===== config.mk =====
export PLATFORM = sky130hd
export DESIGN_NAME = branch_ctrl_flat
export DESIGN_NICKNAME = d
export VERILOG_FILES = /design/src/rtl/branch_pkg.sv /design/src/rtl/branch_ctrl_if.sv /design/src/rtl/branch_cond_eval.sv /design/src/rtl/branch_ctrl.sv /design/src/flat_wrapper.sv
export SDC_FILE = /design/constraint.sdc
export NUM_CORES = 1
export LEC_CHECK = 0
export ABC_CLOCK_PERIOD_IN_PS = 3800
export BUFFER_PORTS_ARGS = -buffer_cell sky130_fd_sc_hd__buf_2
export CORE_MARGIN = 8
export CORE_UTILIZATION = 40
export CTS_CLUSTER_SIZE = 8
export DETAILED_ROUTE_END_ITERATION = 12
export HOLD_SLACK_MARGIN = 0.05
export PLACE_DENSITY = 0.66
export SLEW_MARGIN = 0
export SYNTH_ARGS = -nofsm -noshare
export SYNTH_HDL_FRONTEND = slang
export SYNTH_HIERARCHICAL = 1
export SYNTH_SLANG_ARGS = --single-unit

===== constraint.sdc =====
create_clock -name clk -period 3.8 [get_ports clk]
set_clock_uncertainty 0.05 [all_clocks]
set_input_delay 0.38 -clock clk [delete_from_list [all_inputs] [get_ports clk]]
set_output_delay 0.38 -clock clk [all_outputs]
set_load 0.02 [all_outputs]

===== src/rtl/branch_pkg.sv =====
// Shared definitions for the branch resolution controller: condition codes,
// NZCV bit positions and the controller FSM state encoding.
package branch_pkg;

  localparam logic [3:0] COND_AL = 4'b0000;
  localparam logic [3:0] COND_EQ = 4'b0001;
  localparam logic [3:0] COND_GT = 4'b0010;
  localparam logic [3:0] COND_LT = 4'b0011;
  localparam logic [3:0] COND_GE = 4'b0100;
  localparam logic [3:0] COND_LE = 4'b0101;
  localparam logic [3:0] COND_HI = 4'b0110;
  localparam logic [3:0] COND_CC = 4'b0111;
  localparam logic [3:0] COND_CS = 4'b1000;

  localparam int NZCV_N = 3;
  localparam int NZCV_Z = 2;
  localparam int NZCV_C = 1;
  localparam int NZCV_V = 0;

  typedef enum logic [1:0] {
    ST_IDLE     = 2'd0,
    ST_EVAL     = 2'd1,
    ST_REDIRECT = 2'd2,
    ST_FLUSH    = 2'd3
  } br_state_e;

endpackage


===== src/rtl/branch_ctrl_if.sv =====
// Branch request channel from decode and redirect channel to fetch.
// Both channels: a transfer happens on a rising edge where valid & ready;
// valid and its payload stay stable until that edge, ready may toggle freely.
interface branch_ctrl_if;
  logic        br_valid;
  logic        br_ready;
  logic [3:0]  br_cond;
  logic [31:0] br_a;
  logic [31:0] br_b;
  logic [31:0] br_pc;
  logic [31:0] br_offset;
  logic        redirect_valid;
  logic        redirect_ready;
  logic [31:0] redirect_pc;

  modport master (
    output br_valid, br_cond, br_a, br_b, br_pc, br_offset, redirect_ready,
    input  br_ready, redirect_valid, redirect_pc
  );

  modport slave (
    input  br_valid, br_cond, br_a, br_b, br_pc, br_offset, redirect_ready,
    output br_ready, redirect_valid, redirect_pc
  );
endinterface


===== src/rtl/branch_cond_eval.sv =====
// Combinational branch condition evaluator: unsigned operand compares and
// carry/zero flag tests; reserved codes behave as "always".
module branch_cond_eval
  import branch_pkg::*;
(
  input  logic [3:0]  cond_i,
  input  logic [31:0] a_i,
  input  logic [31:0] b_i,
  input  logic [3:0]  nzcv_i,
  output logic        taken_o
);

  logic flag_z;
  logic flag_c;
  logic unused_nv;

  assign flag_z    = nzcv_i[NZCV_Z];
  assign flag_c    = nzcv_i[NZCV_C];
  assign unused_nv = nzcv_i[NZCV_N] ^ nzcv_i[NZCV_V];

  always_comb begin
    taken_o = 1'b1;
    case (cond_i)
      COND_AL: taken_o = 1'b1;
      COND_EQ: taken_o = (a_i == b_i);
      COND_GT: taken_o = (a_i > b_i);
      COND_LT: taken_o = (a_i < b_i);
      COND_GE: taken_o = (a_i >= b_i);
      COND_LE: taken_o = (a_i <= b_i);
      COND_HI: taken_o = flag_c & ~flag_z;
      COND_CC: taken_o = ~flag_c;
      COND_CS: taken_o = flag_c;
      default: taken_o = 1'b1;
    endcase
  end

endmodule


===== src/rtl/branch_ctrl.sv =====
// Branch resolution controller: captures one branch, resolves it against the
// NZCV register, then sequences fetch redirect and pipeline flush if taken.
module branch_ctrl
  import branch_pkg::*;
#(
  parameter int FLUSH_CYCLES = 2,
  parameter int CNT_W        = 16
) (
  input  logic             clk,
  input  logic             rst_n,
  branch_ctrl_if.slave     bus,
  input  logic             flag_we,
  input  logic [3:0]       flag_nzcv,
  output logic             resolve_valid,
  output logic             resolve_taken,
  output logic             flush,
  output logic             stall,
  output logic [CNT_W-1:0] taken_cnt,
  output logic [CNT_W-1:0] resolved_cnt,
  output br_state_e        dbg_state
);

  localparam logic [3:0] FLUSH_LOAD = 4'(FLUSH_CYCLES - 1);

  br_state_e        state_q;
  logic [3:0]       flags_q;
  logic [3:0]       flags_d;
  logic [3:0]       cap_cond_q;
  logic [31:0]      cap_a_q;
  logic [31:0]      cap_b_q;
  logic [31:0]      cap_pc_q;
  logic [31:0]      cap_off_q;
  logic [3:0]       cap_nzcv_q;
  logic [3:0]       flush_cnt_q;
  logic             br_ready_q;
  logic             resolve_valid_q;
  logic             redirect_valid_q;
  logic [31:0]      redirect_pc_q;
  logic             flush_q;
  logic             stall_q;
  logic [CNT_W-1:0] taken_cnt_q;
  logic [CNT_W-1:0] resolved_cnt_q;
  logic             eval_taken;
  logic             accept;

  // A flag write landing in the acceptance cycle is what the branch must see.
  assign flags_d = flag_we ? flag_nzcv : flags_q;
  assign accept  = bus.br_valid & br_ready_q;

  branch_cond_eval u_cond_eval (
    .cond_i  (cap_cond_q),
    .a_i     (cap_a_q),
    .b_i     (cap_b_q),
    .nzcv_i  (cap_nzcv_q),
    .taken_o (eval_taken)
  );

  always_ff @(posedge clk or negedge rst_n) begin
    if (!rst_n) begin
      state_q          <= ST_IDLE;
      flags_q          <= 4'b0000;
      cap_cond_q       <= 4'b0000;
      cap_a_q          <= 32'd0;
      cap_b_q          <= 32'd0;
      cap_pc_q         <= 32'd0;
      cap_off_q        <= 32'd0;
      cap_nzcv_q       <= 4'b0000;
      flush_cnt_q      <= 4'd0;
      br_ready_q       <= 1'b1;
      resolve_valid_q  <= 1'b0;
      redirect_valid_q <= 1'b0;
      redirect_pc_q    <= 32'd0;
      flush_q          <= 1'b0;
      stall_q          <= 1'b0;
      taken_cnt_q      <= '0;
      resolved_cnt_q   <= '0;
    end else begin
      flags_q <= flags_d;
      case (state_q)
        ST_IDLE: begin
          if (accept) begin
            cap_cond_q      <= bus.br_cond;
            cap_a_q         <= bus.br_a;
            cap_b_q         <= bus.br_b;
            cap_pc_q        <= bus.br_pc;
            cap_off_q       <= bus.br_offset;
            cap_nzcv_q      <= flags_d;
            br_ready_q      <= 1'b0;
            stall_q         <= 1'b1;
            resolve_valid_q <= 1'b1;
            state_q         <= ST_EVAL;
          end
        end
        ST_EVAL: begin
          resolve_valid_q <= 1'b0;
          resolved_cnt_q  <= resolved_cnt_q + CNT_W'(1);
          if (eval_taken) begin
            taken_cnt_q      <= taken_cnt_q + CNT_W'(1);
            redirect_pc_q    <= cap_pc_q + cap_off_q;
            redirect_valid_q <= 1'b1;
            flush_q          <= 1'b1;
            state_q          <= ST_REDIRECT;
          end else begin
            br_ready_q <= 1'b1;
            stall_q    <= 1'b0;
            state_q    <= ST_IDLE;
          end
        end
        ST_REDIRECT: begin
          if (bus.redirect_ready) begin
            redirect_valid_q <= 1'b0;
            flush_cnt_q      <= FLUSH_LOAD;
            if (FLUSH_CYCLES == 1) begin
              flush_q    <= 1'b0;
              stall_q    <= 1'b0;
              br_ready_q <= 1'b1;
              state_q    <= ST_IDLE;
            end else begin
              state_q <= ST_FLUSH;
            end
          end
        end
        ST_FLUSH: begin
          // Counter holds the flush cycles still owed, including this one.
          if (flush_cnt_q <= 4'd1) begin
            flush_cnt_q <= 4'd0;
            flush_q     <= 1'b0;
            stall_q     <= 1'b0;
            br_ready_q  <= 1'b1;
            state_q     <= ST_IDLE;
          end else begin
            flush_cnt_q <= flush_cnt_q - 4'd1;
          end
        end
        default: state_q <= ST_IDLE;
      endcase
    end
  end

  assign bus.br_ready       = br_ready_q;
  assign bus.redirect_valid = redirect_valid_q;
  assign bus.redirect_pc    = redirect_pc_q;
  assign resolve_valid      = resolve_valid_q;
  assign resolve_taken      = resolve_valid_q & eval_taken;
  assign flush              = flush_q;
  assign stall              = stall_q;
  assign taken_cnt          = taken_cnt_q;
  assign resolved_cnt       = resolved_cnt_q;
  assign dbg_state          = state_q;

endmodule


===== src/flat_wrapper.sv =====
// flat-port wrapper written by rule: the top's interface ports become plain ports
module branch_ctrl_flat import branch_pkg::*;
#(
  parameter int FLUSH_CYCLES = 2,
  parameter int CNT_W        = 16
)
  (clk, rst_n, flag_we, flag_nzcv, resolve_valid, resolve_taken, flush, stall, taken_cnt, resolved_cnt, dbg_state, bus_br_valid, bus_br_cond, bus_br_a, bus_br_b, bus_br_pc, bus_br_offset, bus_redirect_ready, bus_br_ready, bus_redirect_valid, bus_redirect_pc);
  branch_ctrl_if bus_i ();
  input  logic clk;
  input  logic rst_n;
  input  logic flag_we;
  input  logic [3:0] flag_nzcv;
  output logic resolve_valid;
  output logic resolve_taken;
  output logic flush;
  output logic stall;
  output logic [CNT_W-1:0] taken_cnt;
  output logic [CNT_W-1:0] resolved_cnt;
  output br_state_e dbg_state;
  input wire logic [$bits(bus_i.br_valid)-1:0] bus_br_valid;
  input wire logic [$bits(bus_i.br_cond)-1:0] bus_br_cond;
  input wire logic [$bits(bus_i.br_a)-1:0] bus_br_a;
  input wire logic [$bits(bus_i.br_b)-1:0] bus_br_b;
  input wire logic [$bits(bus_i.br_pc)-1:0] bus_br_pc;
  input wire logic [$bits(bus_i.br_offset)-1:0] bus_br_offset;
  input wire logic [$bits(bus_i.redirect_ready)-1:0] bus_redirect_ready;
  output wire logic [$bits(bus_i.br_ready)-1:0] bus_br_ready;
  output wire logic [$bits(bus_i.redirect_valid)-1:0] bus_redirect_valid;
  output wire logic [$bits(bus_i.redirect_pc)-1:0] bus_redirect_pc;
  assign bus_i.br_valid = bus_br_valid;
  assign bus_i.br_cond = bus_br_cond;
  assign bus_i.br_a = bus_br_a;
  assign bus_i.br_b = bus_br_b;
  assign bus_i.br_pc = bus_br_pc;
  assign bus_i.br_offset = bus_br_offset;
  assign bus_i.redirect_ready = bus_redirect_ready;
  assign bus_br_ready = bus_i.br_ready;
  assign bus_redirect_valid = bus_i.redirect_valid;
  assign bus_redirect_pc = bus_i.redirect_pc;
  branch_ctrl #(.FLUSH_CYCLES(FLUSH_CYCLES), .CNT_W(CNT_W)) u_core (.clk(clk), .rst_n(rst_n), .bus(bus_i), .flag_we(flag_we), .flag_nzcv(flag_nzcv), .resolve_valid(resolve_valid), .resolve_taken(resolve_taken), .flush(flush), .stall(stall), .taken_cnt(taken_cnt), .resolved_cnt(resolved_cnt), .dbg_state(dbg_state));
endmodule

Yosys cells after proc, flatten, opt, wreduce, memory -nomap -nowiden
Index checks and enable logic that the tools add are counted.

Output and inout port bits: 72. Register bits after elaboration: 214. Memories kept: 0. RAM bits: 0. Bits in latches: 0. Logic and storage cells: 85. ROM bits: 0.

Order comparisons: 5. Div/mod/pow operators: 0. Equal/unequal tests: 17. Mux-type cells: 23. Multipliers: 0. Reductions and logical operators: 14. $add $sub $neg: 4. Bitwise gates (word level): 5. Shift-type cells: 0.

Operators by type and width (count): $add 16x1->16 const B (2); $add 32x32->32 (1); $eq 32x32->1 (1); $ge 32x32->1 (1); $gt 32x32->1 (1); $le 32x32->1 (1); $lt 32x32->1 (1); $eq 4x3->1 const B (4); $mux 4 (3); $reduce_and 3->1 (3); $eq 4x2->1 const B (2); $mux 1 (8); $mux 2 (4); $pmux 1 s8 (1); $pmux 2 s4 (1); $pmux 4 s2 (1); $reduce_and 2->1 (4); $reduce_bool 2->1 (4); $ne 2x1->1 const B (3); $pmux 1 s2 (3); $pmux 1 s3 (2); $eq 2x2->1 const B (2); $eq 4x1->1 const B (1); $eq 4x4->1 const B (1); 9 further kinds (13).

Logic depth before layout (Yosys ltp)
Gate-level depths: netlist (run 1).

Word-level depth: 5. Mapped depth: 16. Mapped depth without buffers: 15.

Modules after synthesis
The synthesis (run 1) kept the hierarchy.

Modules (own cells, without submodules): branch_ctrl (seq. area each 5381.4 um2, instances 1, area an instance 9849.4 um2, cells each 807); branch_cond_eval (seq. area each 0.0 um2, instances 1, area an instance 1061.0 um2, cells each 137).

Worst setup path after synthesis (run 1)
Ideal clock, no wire load.

Kind: reg2reg. Start point: reg u_core.cap_a_q[26]. End point: reg u_core.taken_cnt_q[13], in the netlist u_core/taken_cnt[13]. Arrival: 3.099 ns. Required time: 3.621 ns. Setup time: 0.129 ns. Stages on the path, launching flop included: 16. Slack: 0.521 ns. Path buffers: 1. Path through: dfrtp_1 ha_1 nand4_2 nor4_4 nand3_2 o41ai_2 a311oi_1 a211oi_1 clkbuf_1 nand4_1 nor3b_1 nand2b_1 inv_1 and3_1 nand4_1 xnor2_1.

Word-level cells in the longest chain between the ends: 3.

RTL lines: from (decl) (RTL line branch_ctrl.sv:29) `logic [31:0] cap_a_q;`; from (signal assigned) (RTL line branch_ctrl.sv:83) `cap_a_q <= bus.br_a;`; $le 32x32->1 (tied with other cells) (RTL line branch_cond_eval.sv:29) `COND_LE: taken_o = (a_i <= b_i);`; $pmux 1 s8 (*) (RTL line branch_cond_eval.sv:23) `case (cond_i)`; via u_core.eval_taken (RTL line branch_ctrl.sv:43) `logic eval_taken;`; $reduce_and 2->1 (no source line) (*); to (signal assigned) (RTL line branch_ctrl.sv:98) `taken_cnt_q <= taken_cnt_q + CNT_W'(1);`; to (decl) (RTL line branch_ctrl.sv:41) `logic [CNT_W-1:0] taken_cnt_q;`.

Mark *: on every way through the listed nets, which the timed path passes. The rest lies on a longest branch. A chain may end at the register's enable or synchronous reset.

Worst setup path in the final report (run 1)
Start point: reg u_core.cap_b_q[13]. End point: out resolve_taken.

Word-level cells in the longest chain between the ends: 3.

RTL lines: from (decl) (RTL line branch_ctrl.sv:30) `logic [31:0] cap_b_q;`; from (signal assigned) (RTL line branch_ctrl.sv:84) `cap_b_q <= bus.br_b;`; $le 32x32->1 (tied with other cells) (RTL line branch_cond_eval.sv:29); $pmux 1 s8 (*) (RTL line branch_cond_eval.sv:23); via u_core.eval_taken (RTL line branch_ctrl.sv:43); $and 1x1->1 (*) (RTL line branch_ctrl.sv:144) `assign resolve_taken = resolve_valid_q & eval_taken;`; to (decl) (RTL line flat_wrapper.sv:14) `output logic resolve_taken;`.

Marked as above.

==> metrics.yaml, run 1 <==
status:
  outcome: "complete, no violations"
clock_tree:
  cts_tree: "yes"
  clkTransAtPathRegs_ps: 50
  cts_max_path_buffers: 3
  cts-root-buf: "clkbuf_16"
  clkLatencyLatePin_ps: 530
  cts_buffers: 30
  cts.sinks: 211
  htree_levels: 1
floorplanning:
  core-area_um2: 26730
  ios: 213
  fp.dieH_um: 180.1
  start_util: 0.4028
  dieWidth_um: 180.1
  die_area_um2: 32420
  rows: 60
setup_path:
  reg2reg_slack_ps: 320
  r2r_cells: 16
  startpoint_type: "register"
  crit_path_end_kind: "primary output"
  slowest_stage: "nor4_4"
  critPathMaxStageDelay_ps: 400
  required_ps: 3370
  cp.arrival_ps: 3150
  crit_fanout: 8
  cp_num_buf_inv: 3
  timing.rr.end: "u_core/taken_cnt[13]"
  path_class: "reg -> out"
  path_cells: "inv_1 -> ha_1 -> nand4_2 -> nor4_4 -> nand3_2 -> o41ai_2 -> a311oi_1 -> a211oi_2 -> buf_4 -> and2_1 -> buf_2"
  cp_top_family: "simple AND/OR/NAND/NOR gates"
  r2r_start: "u_core/cap_b_q[13]"
global_route:
  grt_pass1_wl_mm: 45.00
  grtUsageTotal: 0.1644
  grt_max_degree: 104
  grt_pass1_vias: 8957
  antenna_found_initial: 5
  grt-ovfl-total: 0
pwr:
  pwr_density_cell_nw_per_um2: 861.5
  peakVddDrop_mv: 0.4512
  power.leakage_nw: 6.824
  power_mw: 12.41
cells_and_area:
  postLayoutCoreUtil: 0.5391
  drive_gt1_frac: 0.3277
  nets: 1497
  area_growth_pct: 33.83
hold_path:
  worstHoldStart: "bus_br_a[31]"
  hold_path_end: "u_core/cap_a_q[31]"
  hp-class: "in -> reg"
  whs_path_depth: 2
sta:
  fin_tns_setup_ps: 0
  finalSetupViolCount: 0
  clock.fmax_ghz: 0.2793
  period_minus_slack_ps: 3581
  period_share: 0.9423
  rsz0062_at_grt: "no"
  worst_slew_pin_slew_ps: 874.6
  maxSlewViolCount: 0
  finalHoldViolCount: 0
  hold-worst-slack_ps: 82.33
  setup_slack_ps: 219.3
  relSlewSlack: 0.4169
route:
  drt_iter0_markers: 510
  first_pass_iters: 5
  drcViolationCount: 0
  routed-via-count: 8308
  wl_per_cell_um: 16.46
  viasPerCell: 5.047
  ant_nets: 0
  drt_wl_total_mm: 27.10
placement:
  gp_congestion: 0.8169
  io_buffers: 210
  place_ws_ps: 152.4
  place_hpwl_mm: 18.65
yosys:
  ys_warn_count: 6
  syn_avg_cell_area_um2: 11.50
  synthCells: 936
  syn_area_um2: 10770
  syn-num-nets: 1145
run:
  drv_cap: 0
-- registers in the layout, indices dropped and copies added (netlist names), named ones only --
register	flops
u_core/taken_cnt	16
u_core/cap_a_q	32
u_core/cap_nzcv_q	2
u_core/cap_pc_q	32
u_core/bus.br_ready	1
u_core/cap_off_q	32
u_core/cap_b_q	32
u_core/bus.redirect_pc	32
u_core/resolve_valid	1
u_core/flush_cnt_q	4
u_core/resolved_cnt	16
u_core/flush	1
u_core/flags_q	2
u_core/bus.redirect_valid	1
u_core/cap_cond_q	4
u_core/dbg_state	1
u_core/stall	1
-- through the flow --
stage               cell area, µm²  instances
CTS                          14380       1640
global route                 14410       1646
global placement             12210       1462
floorplan                    10770        936
finish                       14410       1646
detailed placement           12210       1462
-- what timing repair did --
item                       in CTS  in global routing
resized for setup               0                  2
setup buffers                   0                  1
hold buffers                  134                  0
hold endpoints to repair      232                  0
setup endpoints to repair       0                  6
-- cells in the final DEF (no fill, tap or decap), types with 3 or more instances in the layout --
cell and instances:
dfrtp_1 210, buf_4 10, o21ai_0 50, nor2b_1 4
nand3_1 18, xnor2_1 39, nand2_1 85, o211ai_1 5
a31oi_1 3, nor2_1 24, mux2_2 139, a221o_1 3
nand4_1 19, clkbuf_16 31, o21bai_1 8, nand4_2 5
a21o_1 19, clkbuf_1 12, and3_1 5, a211oi_1 7
nand2b_1 3, dlygate4sd3_1 134, buf_2 209, diode_2 5
a21oi_1 52, nor3_1 7, and2_1 3, o2111ai_1 3
or4_1 4, inv_1 47, ha_1 67, xor2_1 18
-- layout make-up --
class	instances	area [µm²]
antenna	5	12.51
clock buffer	43	820.8
clock inverter	1	7.507
fill	2260	12320
inverter	47	176.4
multi-input combinational	642	5166
sequential	211	5281
tap	341	426.7
timing repair buffer	356	2516
-- routing by layer --
metal | up-vias | share of wire | track usage
li1 | 4050 | - | -
met1 | 3987 | 0.45 | 0.2089
met2 | 211 | 0.47 | 0.2747
met3 | 60 | 0.050 | 0.03407
met4 | 0 | 0.032 | 0.05787
met5 | - | 0 | 0
-- power breakdown --
part	switching [mW]	internal, mW	total (mW)
sequential	0.680	3.24	3.92
clock	0.926	1.46	2.38
combinational	3.32	2.78	6.11
-- worst max path at each step --
stage	startpoint	to	slack (ps)	cells past startpoint
CTS	u_core/cap_a_q[25]	resolve_taken	50	10
detailed placement	u_core/cap_a_q[25]	u_core/taken_cnt[13]	150	15
global placement	u_core/cap_a_q[25]	u_core/taken_cnt[13]	240	15
global route	u_core/cap_b_q[19]	resolve_taken	20	12
floorplan	u_core/cap_a_q[26]	u_core/taken_cnt[13]	520	15
finish	u_core/cap_b_q[13]	resolve_taken	220	11
Note: power is estimated with default switching activity, not from simulation.
==> inputs of run 2 (changes only) <==
--- a/config.mk
+++ b/config.mk
@@ -16,5 +16,4 @@
 export SLEW_MARGIN = 0
 export SYNTH_ARGS = -nofsm -noshare
 export SYNTH_HDL_FRONTEND = slang
-export SYNTH_HIERARCHICAL = 1
 export SYNTH_SLANG_ARGS = --single-unit
==> run 2 against run 1 <==
Global-route usage rose by 0.30 points. Core utilization grew 0.65 points. Highest routed layer unchanged. Register-to-register slack improved by 110 ps. Clock-buffer cell count increased by 1. Combinational power shrank 4.7%. Largest power group unchanged. Sequential power is 1% lower. Critical path depth is the same. Largest cell class unchanged.
==> metrics.yaml, run 2 <==
floorplanning:
  start_util: 0.4048  # was 0.4028
  core-area_um2: 25840  # was 26730 µm²
  dieWidth_um: 177.7  # was 180.1 µm
  ios: 213  # unchanged
  die_area_um2: 31580  # was 32420 µm²
  rows: 59  # was 60
  fp.dieH_um: 177.7  # was 180.1 µm
global_route:
  grtUsageTotal: 0.1674  # was 0.1644
  antenna_found_initial: 5  # unchanged
  grt_max_degree: 131  # was 104
  grt_pass1_wl_mm: 43.35  # was 45.00 mm
  grt_pass1_vias: 8672  # was 8957
  grt-ovfl-total: 0  # unchanged
yosys:
  synth_area_leader_cell: "dfrtp_1"
  syn_avg_cell_area_um2: 10.95  # was 11.50 µm²
  synth_top_area_share: 0.5025
  synthTopCellsByCount: "210 x dfrtp_1, 111 x nand2_1, 101 x mux2_2, 81 x o21ai_0, 67 x ha_1"
  syn_area_um2: 10460  # was 10770 µm²
  yosysUniqueCellTypes: 63
  synthArstFlopShare: 1.000
  synth-edff-count: 0
  syn-num-nets: 1164  # was 1145
  yosysSeqAreaShare: 0.5050
  ys_seq_elements: 211
  synthTopCellsByArea: "dfrtp_1 50%, mux2_2 11%, ha_1 8.0%"
  synthCells: 955  # was 936
  ys_warn_count: 0  # was 6
  yosysMostFrequentCell: "dfrtp_1"
  ys_dominant_reg_cell: "dfrtp_1"
cells_and_area:
  nFillCells: 2188  # was 2260
  seqCellArea_um2: 5281  # unchanged
  fin_cells: 1661  # was 1646
  final_cell_mix: "210 x dfrtp_1, 209 x buf_2, 134 x dlygate4sd3_1"  # was 210 x dfrtp_1, 209 x buf_2, 139 x mux2_2
  postLayoutCoreUtil: 0.5456  # was 0.5391
  drive_gt1_frac: 0.2771  # was 0.3277
  multi_input_area_um2: 4862  # was 5166 µm²
  fin_area_um2: 14100  # was 14410 µm²
  layout_commonest_cell: "dfrtp_1"  # unchanged
  nets: 1517  # was 1497
  area_growth_pct: 34.79  # was 33.83%
sta:
  period_minus_slack_ps: 3574  # was 3581 ps
  relSlewSlack: 0.3944  # was 0.4169
  clock.fmax_ghz: 0.2798  # was 0.2793 GHz
  period_share: 0.9404  # was 0.9423
  worst_slew_pin_slew_ps: 908.4  # was 874.6 ps
  finalSetupViolCount: 0  # unchanged
  finalHoldViolCount: 0  # unchanged
  rsz0062_at_grt: "no"  # unchanged
  maxSlewViolCount: 0  # unchanged
  fin_tns_setup_ps: 0  # unchanged
  hold-worst-slack_ps: 99.62  # was 82.33 ps
route:
  routed-via-count: 8312  # was 8308
  drt_iter0_markers: 373  # was 510
  viasPerCell: 5.004  # was 5.047
  wl_per_cell_um: 16.08  # was 16.46 µm
  ant_nets: 0  # unchanged
  first_pass_iters: 4  # was 5
  drt_wl_total_mm: 26.70  # was 27.10 mm
  drcViolationCount: 0  # unchanged
placement:
  placed_cells: 1476  # was 1462
  gp_congestion: 0.7950  # was 0.8169
  post_dp_cell_area_um2: 11890  # was 12210 µm²
  place_hpwl_mm: 18.31  # was 18.65 mm
  io_buffers: 210  # unchanged
setup_path:
  startpoint_type: "register"  # unchanged
  crit_fanout: 7  # was 8
  cp.arrival_ps: 3140  # was 3150 ps
  path_class: "reg -> out"  # unchanged
  crit_path_end_kind: "primary output"  # unchanged
  required_ps: 3370  # about the same
clock_tree:
  clkLatencyLatePin_ps: 530  # about the same
  cts.sinks: 211  # unchanged
  cts_buffers: 30  # unchanged
  clkTransAtPathRegs_ps: 50  # about the same
  cts-root-buf: "clkbuf_16"  # unchanged
  htree_levels: 1  # unchanged
  cts_max_path_buffers: 3  # unchanged
  cts_tree: "yes"  # unchanged
hold_path:
  hp-class: "in -> reg"  # unchanged
pwr:
  peakVddDrop_mv: 0.6268  # was 0.4512 mV
  power.leakage_nw: 6.770  # was 6.824 nW
  pwr_density_cell_nw_per_um2: 857.8  # was 861.5 nW/µm²
status:
  outcome: "complete, no violations"  # unchanged
run:
  drv_cap: 0  # unchanged
run 2: cell families after synthesis:
family | after synthesis | share of synthesized area
AOI/OAI and AO/OA | 195 | 0.1127
xor gates and xnor gates | 57 | 0.04773
adders and majority gates | 68 | 0.08207
buffers and inverters | 87 | 0.03266
DFF | 211 | 0.5050
muxes | 104 | 0.1119
and+or+nand+nor | 233 | 0.1080
run 2: per-stage QoR:
stage / worst slack, ps / power [mW]
floorplan: 1005 / 8.102
global placement: 462.8 / 9.384
detailed placement: 366.2 / 9.561
CTS: 136.6 / 12.14
global route: 15.09 / 13.13
finish: 226.5 / 12.09
run 2: cell type report:
type                            instances  area share
Clock buffer                           44     0.05849
Inverter                               57     0.01518
Clock inverter                          1   0.0003550
Multi-Input combinational cell        657      0.3449
Antenna cell                            5   0.0008875
Tap cell                              335     0.02973
Sequential cell                       211      0.3746
Timing Repair Buffer                  351      0.1758
run 2: final timing paths:
| kind | start | end | slack, ps | cells past startpoint |
|---|---|---|---|---|
| max | u_core.cap_b_q[5] | resolve_taken | 230 | 11 |
| min | flag_we | u_core.flags_q[2] | 100 | 2 |
| max reg2reg | u_core.cap_b_q[5] | u_core.taken_cnt[13] | 430 | 12 |
| min reg2reg | u_core.resolved_cnt[15] | u_core.resolved_cnt[15] | 420 | 1 |
| max in group asynchronous | rst_n | u_core.taken_cnt[3] | 2190 | 3 |
| min in group asynchronous | rst_n | u_core.cap_b_q[26] | 490 | 2 |
run 2: routing by layer:
metal / vias up / wire, µm / GRT usage
met4: 0 / 849 / 0.06495
met1: 3974 / 11730 / 0.2137
met2: 219 / 12650 / 0.2764
met3: 58 / 1482 / 0.03277
met5: - / 0 / 0
li1: 4061 / - / -
run 2: critical path, stage by stage, from the launching register on:
cell and delay, ps:
dfrtp_1 340, inv_1 60, ha_1 310, nand4_1 150, nor3_2 80, a21boi_1 150, or4b_4 580, and3_1 200
a31oi_1 180, o211a_4 250, and2_1 130, buf_2 150
run 2: what timing repair did:
| item | CTS | global route |
|---|---|---|
| setup endpoints to repair | 0 | 1 |
| endpoints found under the hold margin | 238 | 0 |
| setup buffers | 0 | 1 |
| hold buffers | 134 | 0 |
| gates resized for setup | 0 | 4 |
run 2: where the power goes:
group	internal, mW	switching, mW
clock	1.46	0.930
combinational	2.62	3.20
sequential	3.26	0.623
==> inputs of run 3 (changes only) <==
--- a/config.mk
+++ b/config.mk
@@ -9,6 +9,7 @@
 export BUFFER_PORTS_ARGS = -buffer_cell sky130_fd_sc_hd__buf_2
 export CORE_MARGIN = 8
 export CORE_UTILIZATION = 40
+export CTS_BUF_LIST = sky130_fd_sc_hd__clkbuf_8
 export CTS_CLUSTER_SIZE = 8
 export DETAILED_ROUTE_END_ITERATION = 12
 export HOLD_SLACK_MARGIN = 0.05
==> run 3 against run 2 <==
Global-route usage barely moved. Register-to-register slack worse by 60 ps. Sequential power hardly changed. Sequential share of layout area barely moved. Wire length decreased by 0.15%. Critical path type unchanged.
==> metrics.yaml, run 3 (synthesized netlist as in run 2, its figures left out) <==
cells_and_area:
  layout_commonest_cell: "dfrtp_1"  # unchanged
  drive_gt1_frac: 0.2916  # was 0.2771
  nets: 1523  # was 1517
  seqCellArea_um2: 5281  # unchanged
  nFillCells: 2225  # was 2188
  multi_input_area_um2: 4855  # was 4862 µm²
  final_cell_mix: "210 x dfrtp_1, 209 x buf_2, 131 x dlygate4sd3_1"  # was 210 x dfrtp_1, 209 x buf_2, 134 x dlygate4sd3_1
  postLayoutCoreUtil: 0.5460  # was 0.5456
  area_growth_pct: 34.88  # was 34.79%
  fin_area_um2: 14110  # was 14100 µm²
sta:
  relSlewSlack: 0.3939  # was 0.3944
  maxSlewViolCount: 0  # unchanged
  finalSetupViolCount: 0  # unchanged
  rsz0062_at_grt: "no"  # unchanged
  hold-worst-slack_ps: 95.11  # was 99.62 ps
  worst_slew_pin_slew_ps: 909.1  # was 908.4 ps
  period_share: 0.9493  # was 0.9404
  clock.fmax_ghz: 0.2772  # was 0.2798 GHz
  period_minus_slack_ps: 3607  # was 3574 ps
  fin_tns_setup_ps: 0  # unchanged
  finalHoldViolCount: 0  # unchanged
setup_path:
  path_cells: "inv_1 -> ha_1 -> nand4_2 -> nor3_2 -> a21boi_1 -> or4b_1 -> a21oi_1 -> a31oi_1 -> o211a_4 -> and2_1 -> buf_2"  # was inv_1 -> ha_1 -> nand4_1 -> nor3_2 -> a21boi_1 -> or4b_4 -> and3_1 -> a31oi_1 -> o211a_4 -> and2_1 -> buf_2
  cp_top_family: "simple AND/OR/NAND/NOR gates"  # unchanged
  crit_path_end_kind: "primary output"  # unchanged
  cp_num_buf_inv: 2  # unchanged
  cp.arrival_ps: 3180  # was 3140 ps
  crit_fanout: 7  # unchanged
  startpoint_type: "register"  # unchanged
  critPathMaxStageDelay_ps: 630  # was 580 ps
  reg2reg_slack_ps: 370  # was 430 ps
  path_class: "reg -> out"  # unchanged
  slowest_stage: "or4b_1"  # was or4b_4
  r2r_cells: 12  # unchanged
  r2r_start: "u_core.cap_b_q[11]"  # was u_core.cap_b_q[5]
  timing.rr.end: "u_core.bus.redirect_pc[17]"  # was u_core.taken_cnt[13]
  required_ps: 3370  # about the same
route:
  routed-via-count: 8334  # was 8312
  wl_per_cell_um: 15.85  # was 16.08 µm
  ant_nets: 0  # unchanged
  first_pass_iters: 4  # unchanged
  viasPerCell: 4.955  # was 5.004
  drt_wl_total_mm: 26.66  # was 26.70 mm
  drcViolationCount: 0  # unchanged
  drt_iter0_markers: 353  # was 373
run:
  drv_cap: 0  # unchanged
pwr:
  peakVddDrop_mv: 0.6175  # was 0.6268 mV
  p_comb_frac: 0.480  # was 0.481
  p_sw_mw: 4.757  # was 4.754 mW
  pwr_density_cell_nw_per_um2: 856.0  # was 857.8 nW/µm²
  p_int_mw: 7.319  # was 7.339 mW
  power.leakage_nw: 6.840  # was 6.770 nW
  sw_frac_of_total: 0.3939  # was 0.3931
  pwr-share-seq: 0.322  # was 0.321
  power.share.clock: 0.199  # was 0.198
clock_tree:
  cts_tree: "yes"  # unchanged
  clkTransAtPathRegs_ps: 50  # about the same
  cts_buffers: 40  # was 30
  cts_max_path_buffers: 3  # unchanged
  htree_levels: 2  # was 1
  cts-root-buf: "clkbuf_8"  # was clkbuf_16
  cts.sinks: 211  # unchanged
  clkLatencyLatePin_ps: 510  # was 530 ps
hold_path:
  hold_path_end: "u_core.cap_cond_q[1]"  # was u_core.flags_q[2]
  worstHoldStart: "bus_br_cond[1]"  # was flag_we
  whs_path_depth: 2  # unchanged
  hp-class: "in -> reg"  # unchanged
global_route:
  grtUsageTotal: 0.1676  # was 0.1674
  grt_max_degree: 131  # unchanged
  grt_pass1_vias: 8689  # was 8672
  grt-ovfl-total: 0  # unchanged
  antenna_found_initial: 6  # was 5
  grt_pass1_wl_mm: 43.13  # was 43.35 mm
floorplanning:
  ios: 213  # unchanged
  die_area_um2: 31580  # unchanged
  fp.dieH_um: 177.7  # unchanged
  start_util: 0.4048  # unchanged
  dieWidth_um: 177.7  # unchanged
  rows: 59  # unchanged
  core-area_um2: 25840  # unchanged
status:
  outcome: "complete, no violations"  # unchanged
placement:
  place_hpwl_mm: 18.31  # unchanged
  gp_congestion: 0.7950  # unchanged
  post_dp_cell_area_um2: 11890  # unchanged
  io_buffers: 210  # unchanged
-- run 3: worst register-to-register path, cell delays in order, from the launching register on --
cell and delay [ps]:
dfrtp_1 310, inv_1 50, ha_1 340, nand4_2 140
nor3_2 80, a21boi_1 140, or4b_1 630, a21oi_1 240
a31oi_1 130, o211a_4 290, nand2_4 320, buf_4 410
o21ai_0 160
-- run 3: layout make-up --
type	instances	share of cell area
antenna	6	0.001064
clock buffer	54	0.05268
clock inverter	15	0.009845
inverter	57	0.01517
multi-input combinational	657	0.3441
sequential	211	0.3744
tap	335	0.02971
timing repair buffer	347	0.1730
-- run 3: timing repair --
item | 4_1_cts | 5_1_grt
endpoints found under the hold margin | 235 | 0
buffers inserted | 0 | 0
hold buffers | 131 | 0
setup endpoints to repair | 0 | 1
gates resized for setup | 0 | 2
-- run 3: layer usage --
| layer | vias to the layer above | share of wire | global-route usage |
|---|---|---|---|
| met4 | 0 | 0.032 | 0.06912 |
| li1 | 4086 | - | - |
| met2 | 221 | 0.47 | 0.2697 |
| met3 | 56 | 0.058 | 0.04021 |
| met1 | 3971 | 0.44 | 0.2137 |
| met5 | - | 0 | 0 |
-- run 3: worst max path at each step --
| stage | end | start | depth (start not counted) | slack [ps] |
|---|---|---|---|---|
| final | resolve_taken | u_core.cap_b_q[11] | 11 | 190 |
| after global routing | resolve_taken | u_core.cap_b_q[23] | 11 | 20 |
| after CTS | resolve_taken | u_core.cap_a_q[13] | 10 | 130 |
| after detailed placement | u_core.bus.redirect_pc[6] | u_core.cap_a_q[13] | 11 | 370 |
| after global placement | u_core.bus.redirect_pc[15] | u_core.cap_b_q[11] | 12 | 460 |
| after floorplan | u_core.bus.redirect_pc[4] | u_core.cap_a_q[13] | 11 | 1000 |
-- run 3: per-stage QoR --
| stage | setup slack (ps) | std cells | power (mW) |
|---|---|---|---|
| floorplan | 1005 | 955 | 8.102 |
| global placement | 462.8 | 1476 | 9.384 |
| CTS | 125.3 | 1676 | 12.17 |
| detailed placement | 366.2 | 1476 | 9.561 |
| finish | 192.8 | 1682 | 12.08 |
| global route | 16.63 | 1682 | 13.12 |
-- run 3: power by group through the flow --
stage / Sequential [mW] / Combinational [mW] / Clock (mW)
5_1_grt: 4.02 / 6.50 / 2.60
3_3_place_gp: 3.89 / 5.50 / 0
6_report: 3.88 / 5.79 / 2.40
4_1_cts: 3.88 / 5.79 / 2.50
3_5_place_dp: 3.91 / 5.65 / 0
2_1_floorplan: 4.02 / 4.08 / 0
